## src/rtl/ccff_bitstream_loader_if.sv

```systemverilog
`default_nettype none
// ============================================================================
// Module   : ccff_bitstream_loader_if
// Purpose  : Valid/ready word stream that carries the configuration bitstream
//            into the ccff bitstream loader.
// Signals  : bs_data  - bitstream word, bit 0 is shifted first
//            bs_valid - bs_data is valid
//            bs_last  - marks the final word of the bitstream
//            bs_ready - loader accepts a word this cycle
// Modports : master - bitstream source, slave - loader
// Revision : 1.0 - initial release
// ============================================================================
interface ccff_bitstream_loader_if #(
  parameter int WORD_W = 8
);
  logic [WORD_W-1:0] bs_data;
  logic              bs_valid;
  logic              bs_last;
  logic              bs_ready;

  modport master (
    output bs_data,
    output bs_valid,
    output bs_last,
    input  bs_ready
  );

  modport slave (
    input  bs_data,
    input  bs_valid,
    input  bs_last,
    output bs_ready
  );
endinterface
`default_nettype wire

```

## src/rtl/ccff_bitstream_loader.sv

```systemverilog
`default_nettype none
// ============================================================================
// Module   : ccff_bitstream_loader
// Purpose  : Accepts a configuration bitstream as WORD_W-bit words, serialises
//            it onto the head of the ccff chain with a matching shift enable,
//            counts shifted bits and checks bs_last framing.
// Ports    : prog_clk       - configuration clock
//            pReset         - synchronous active-high reset
//            start          - begin a load (honoured in IDLE, DONE, ERR)
//            abort          - cancel an ongoing load, return to IDLE
//            bs             - bitstream word stream (slave side)
//            ccff_head      - serial bit into the chain head
//            chain_shift_en - chain samples ccff_head on this edge
//            busy           - load in progress (FETCH or SHIFT)
//            done           - exactly CHAIN_LEN bits shifted, framing correct
//            err            - 0 none, 1 underrun, 2 overrun
//            bit_count      - bits shifted in the current/last load
// Revision : 1.0 - initial release
// ============================================================================
module ccff_bitstream_loader #(
  parameter int WORD_W    = 8,
  parameter int CHAIN_LEN = 22,
  parameter int CNT_W     = 16
) (
  input  wire logic              prog_clk,
  input  wire logic              pReset,
  input  wire logic              start,
  input  wire logic              abort,
  ccff_bitstream_loader_if.slave bs,
  output logic                   ccff_head,
  output logic                   chain_shift_en,
  output logic                   busy,
  output logic                   done,
  output logic [1:0]             err,
  output logic [CNT_W-1:0]       bit_count
);

  localparam int N_WORDS   = (CHAIN_LEN + WORD_W - 1) / WORD_W;
  localparam int LAST_BITS = CHAIN_LEN - (N_WORDS - 1) * WORD_W;

  localparam logic [CNT_W-1:0] c_N_WORDS     = CNT_W'(N_WORDS);
  localparam logic [CNT_W-1:0] c_ONE         = CNT_W'(1);
  localparam logic [CNT_W-1:0] c_WORD_LAST   = CNT_W'(WORD_W - 1);
  localparam logic [CNT_W-1:0] c_FINAL_LAST  = CNT_W'(LAST_BITS - 1);

  typedef enum logic [2:0] {
    S_IDLE  = 3'd0,
    S_FETCH = 3'd1,
    S_SHIFT = 3'd2,
    S_DONE  = 3'd3,
    S_ERR   = 3'd4
  } state_t;

  state_t            r_state;
  logic [WORD_W-1:0] r_sreg;
  logic [CNT_W-1:0]  r_words_left;
  logic [CNT_W-1:0]  r_bits_left;   // bits remaining in the word after the one on ccff_head
  logic [CNT_W-1:0]  r_bit_count;
  logic              r_ccff_head;
  logic              r_shift_en;
  logic              r_done;
  logic [1:0]        r_err;

  assign bs.bs_ready     = (r_state == S_FETCH);
  assign busy            = (r_state == S_FETCH) || (r_state == S_SHIFT);
  assign ccff_head       = r_ccff_head;
  assign chain_shift_en  = r_shift_en;
  assign done            = r_done;
  assign err             = r_err;
  assign bit_count       = r_bit_count;

  always_ff @(posedge prog_clk) begin
    if (pReset) begin
      r_state      <= S_IDLE;
      r_sreg       <= '0;
      r_words_left <= '0;
      r_bits_left  <= '0;
      r_bit_count  <= '0;
      r_ccff_head  <= 1'b0;
      r_shift_en   <= 1'b0;
      r_done       <= 1'b0;
      r_err        <= 2'd0;
    end else begin
      case (r_state)
        S_IDLE, S_DONE, S_ERR: begin
          if (start) begin
            r_bit_count  <= '0;
            r_done       <= 1'b0;
            r_err        <= 2'd0;
            r_words_left <= c_N_WORDS;
            r_state      <= S_FETCH;
          end
        end

        S_FETCH: begin
          if (abort) begin
            r_state <= S_IDLE;
          end else if (bs.bs_valid) begin
            if (bs.bs_last && (r_words_left > c_ONE)) begin
              r_err   <= 2'd1;
              r_state <= S_ERR;
            end else if (!bs.bs_last && (r_words_left == c_ONE)) begin
              r_err   <= 2'd2;
              r_state <= S_ERR;
            end else begin
              // Bit 0 goes straight to the head register so it is presented
              // together with the enable in the first SHIFT cycle.
              r_ccff_head  <= bs.bs_data[0];
              r_sreg       <= bs.bs_data >> 1;
              r_shift_en   <= 1'b1;
              r_bits_left  <= (r_words_left == c_ONE) ? c_FINAL_LAST : c_WORD_LAST;
              r_words_left <= r_words_left - c_ONE;
              r_state      <= S_SHIFT;
            end
          end
        end

        S_SHIFT: begin
          if (abort) begin
            r_shift_en <= 1'b0;
            r_state    <= S_IDLE;
          end else begin
            r_bit_count <= r_bit_count + c_ONE;
            if (r_bits_left == '0) begin
              // Last bit of this word is on the head now; drop the enable so
              // the chain holds while the next word is fetched.
              r_shift_en <= 1'b0;
              if (r_words_left == '0) begin
                r_done  <= 1'b1;
                r_state <= S_DONE;
              end else begin
                r_state <= S_FETCH;
              end
            end else begin
              r_ccff_head <= r_sreg[0];
              r_sreg      <= r_sreg >> 1;
              r_bits_left <= r_bits_left - c_ONE;
            end
          end
        end

        default: begin
          r_shift_en <= 1'b0;
          r_state    <= S_IDLE;
        end
      endcase
    end
  end

endmodule
`default_nettype wire
```

## src/flat_wrapper.sv

```systemverilog
// flat-port wrapper written by rule: the top's interface ports become plain ports
module ccff_bitstream_loader_flat 
#(
  parameter int WORD_W    = 8,
  parameter int CHAIN_LEN = 22,
  parameter int CNT_W     = 16
)
  (prog_clk, pReset, start, abort, ccff_head, chain_shift_en, busy, done, err, bit_count, bs_bs_data, bs_bs_valid, bs_bs_last, bs_bs_ready);
  ccff_bitstream_loader_if #(.WORD_W(WORD_W)) bs_i ();
  input  wire logic prog_clk;
  input  wire logic pReset;
  input  wire logic start;
  input  wire logic abort;
  output logic ccff_head;
  output logic chain_shift_en;
  output logic busy;
  output logic done;
  output logic [1:0] err;
  output logic [CNT_W-1:0] bit_count;
  input wire logic [$bits(bs_i.bs_data)-1:0] bs_bs_data;
  input wire logic [$bits(bs_i.bs_valid)-1:0] bs_bs_valid;
  input wire logic [$bits(bs_i.bs_last)-1:0] bs_bs_last;
  output wire logic [$bits(bs_i.bs_ready)-1:0] bs_bs_ready;
  assign bs_i.bs_data = bs_bs_data;
  assign bs_i.bs_valid = bs_bs_valid;
  assign bs_i.bs_last = bs_bs_last;
  assign bs_bs_ready = bs_i.bs_ready;
  ccff_bitstream_loader #(.WORD_W(WORD_W), .CHAIN_LEN(CHAIN_LEN), .CNT_W(CNT_W)) u_core (.prog_clk(prog_clk), .pReset(pReset), .start(start), .abort(abort), .bs(bs_i), .ccff_head(ccff_head), .chain_shift_en(chain_shift_en), .busy(busy), .done(done), .err(err), .bit_count(bit_count));
endmodule
```

## config.mk

```make
export PLATFORM = sky130hd
export DESIGN_NAME = ccff_bitstream_loader_flat
export DESIGN_NICKNAME = d
export VERILOG_FILES = /design/src/rtl/ccff_bitstream_loader_if.sv /design/src/rtl/ccff_bitstream_loader.sv /design/src/flat_wrapper.sv
export SDC_FILE = /design/constraint.sdc
export NUM_CORES = 1
export LEC_CHECK = 0
export BUFFER_PORTS_ARGS = -buffer_cell sky130_fd_sc_hd__clkbuf_2
export CORE_MARGIN = 2
export CORE_UTILIZATION = 45
export DETAILED_ROUTE_END_ITERATION = 10
export GPL_ROUTABILITY_DRIVEN = 0
export PLACE_DENSITY_LB_ADDON = 0.05
export SLEW_MARGIN = 10
export SYNTH_ARGS = -nofsm -noshare
export SYNTH_HDL_FRONTEND = slang
export SYNTH_SLANG_ARGS = --single-unit
```

## constraint.sdc

```tcl
create_clock -name prog_clk -period 3.3 [get_ports prog_clk]
set_input_delay 0.66 -clock prog_clk [delete_from_list [all_inputs] [get_ports prog_clk]]
set_output_delay 0.66 -clock prog_clk [all_outputs]
set_load 0.01 [all_outputs]
```

==> impl_metrics.yaml <==
synthesis:
  synth_commonest_cells: "dfxtp_1, nor2_1, nand2_1, a21oi_1, xnor2_1"
  synth_warnings: 0
  synth-edff-count: 0
  synth_area_um2: 3270
  synthCells: 409
  ys_async_sr_fraction: 0
  synth.avg_cell_area_um2: 7.99
  ys_ff_latch: 63
  seq_area_frac_synth: 0.386
  synth_area_leaders: "dfxtp_1, nor2_1, nand2_1"
  yosysMostFrequentCell: "dfxtp_1"
  yosysTopAreaCellShare: 0.386
  synth_cell_types: 51
  synth_nets: 428
  yosysTopAreaCell: "dfxtp_1"
  yosys_most_used_dff: "dfxtp_1"
routing:
  ant_nets: 0
  drtIter0Drc: 165
  num_vias: 3020
  drc: 0
  wl_per_cell_um: 14.4
  vias_per_cell: 5.54
  first_pass_iters: 4
  routed_wl_um: 7840
die:
  start_util: 0.458
  core_area_um2: 7140
  die-area_um2: 7960
  rows: 31
  die_w_um: 89.2
  num_io_pins: 37
  die_h_um: 89.2
global_route:
  antenna_found_initial: 0
  grt_pass1_vias: 2756
  grt_max_degree: 23
  grt_overflow_total: 0
  grt_pass1_wl_um: 13000
  grt_usage: 0.210
critical_path:
  crit_required_ns: 3.58
  cp_max_fo: 14
  crit_arrival_ns: 3.32
  reg2reg_depth: 6
  critPathKind: "reg2reg"
  start_kind: "flop"
  endpoint_kind: "flop"
clocking:
  clockRootBuffer: "clkbuf_8"
  insertion_delay_ns: 0.34
  htree_num_levels: 3
  cts_tree: "done"
  cts_resized: 0
  cts_setup_buffers: 0
  clock_path_buffers: 2
  clkTransAtPathRegs_ns: 0.07
  cts_buffers: 9
  clock-sinks: 63
  hold_buffers: 0
final_layout:
  diodes: 0
  drive_gt1_frac: 0.148
  multiInputGateArea_um2: 1880
  fillerInstances: 715
  finalNetCount: 461
  stdcell_count: 545
  area_growth_pct: 14.1
  regArea_um2: 1260
timing:
  fin_setup_tns_ns: 0
  hold_viol: 0
  final-setup-viol-count: 0
  worst_slack_ns: 0.254
  finalCritPeriodShare: 0.923
  tightestPinTransition_ns: 0.808
  skew_ns: 0.00887
  relSlewSlack: 0.454
  slew_violations: 0
  rsz0062_at_grt: "no"
  fmax_mhz: 328
  period_needed_ns: 3.05
place:
  port_buffers: 36
  hpwlAfterDp_um: 5510
  pre_cts_slack_ns: 0.305
  dp.cells: 530
outcome:
  run_status: "completed"
pwr:
  ir_worst_vdd_uv: 319
  p_per_area_nw_per_um2: 619
  p_leak_uw: 0.00146
min_path:
  hold_path_depth: 2
  min_path_type: "reg2reg"
flow_run:
  drv_cap: 0
## layout by cell type (no fill, tap or decap), types with 5 or more instances in the layout
cell and instances:
nor4_1 12, nand2b_1 6, dfxtp_1 63, o31ai_1 5
nor2_1 53, o21ai_0 14, clkbuf_8 11, xnor2_1 19
nand3_1 9, buf_4 6, or3_1 17, or4_1 13
nor3_1 12, inv_1 12, nand4_1 6, clkbuf_2 36
ha_1 5, nor2b_1 5, nand2_1 48, a311oi_1 9
a21oi_1 24
## worst paths after layout
kind	end	slack, ns	start
setup reg to reg	u_core.r_words_left[10]$_SDFFE_PP0P_	0.25	u_core.r_words_left[11]$_SDFFE_PP0P_
hold reg to reg	u_core.r_bits_left[8]$_SDFFE_PP0P_	0.46	u_core.r_bits_left[8]$_SDFFE_PP0P_
hold / removal	u_core.r_bits_left[8]$_SDFFE_PP0P_	0.46	u_core.r_bits_left[8]$_SDFFE_PP0P_
setup / recovery	u_core.r_words_left[10]$_SDFFE_PP0P_	0.25	u_core.r_words_left[11]$_SDFFE_PP0P_
## layout make-up
type | count | share of cell area
Timing Repair Buffer | 42 | 0.0604
Clock inverter | 4 | 0.0121
Clock buffer | 11 | 0.0406
Tap cell | 99 | 0.0332
Multi-Input combinational cell | 314 | 0.504
Inverter | 12 | 0.0121
Sequential cell | 63 | 0.338
## routing by layer
metal / global-route usage / share of wire / up-vias
li1: - / - / 1553
met1: 0.295 / 0.51 / 1415
met2: 0.320 / 0.45 / 45
met3: 0.0443 / 0.031 / 7
met4: 0.0733 / 0.010 / 0
met5: 0 / 0 / -
## power breakdown
group | switching [µW] | internal, µW | leakage [µW]
combinational | 436 | 290 | 0.000848
clock | 296 | 382 | 0.000105
sequential | 72.0 | 833 | 0.000511
## sequential cells by signal, indices dropped and copies added, names as in the netlist
signal / cells
u_core.err: 2
u_core.ccff_head: 1
u_core.r_sreg: 7
u_core.bit_count: 16
u_core.r_state: 3
u_core.r_words_left: 16
u_core.r_bits_left: 16
u_core.done: 1
u_core.chain_shift_en: 1
## per-stage QoR
stage,utilization,total power (µW),hold WS [ns],area (µm²)
3_5_place_dp,0.495,1630,0.452,3530
6_report,0.523,2310,0.459,3730
3_3_place_gp,0.495,1640,0.453,3530
2_1_floorplan,-,1470,0.437,3270
5_1_grt,0.523,2450,0.494,3730
4_1_cts,0.523,2320,0.461,3730
## cell families (layout without fill, tap and decap cells)
kind of cell	count (synthesis)	count (layout)	share of synthesized area
XOR/XNOR	23	23	0.0616
AO/OA/AOI/OAI	81	81	0.167
adder cells (fa/ha/maj)	5	5	0.0191
AND/OR/NAND/NOR	202	202	0.318
buffers and inverters	32	69	0.0394
flip-flops	63	63	0.386
multiplexers	3	3	0.00919
## critical path, cell delays in order (launching register included)
cell and delay, ns:
dfxtp_1 0.33, or4_1 0.61, or4_4 0.57, o21ba_4 0.27, or4_4 0.63, or4_1 0.43, a21oi_1 0.14
(Power assumes the default switching activity.)
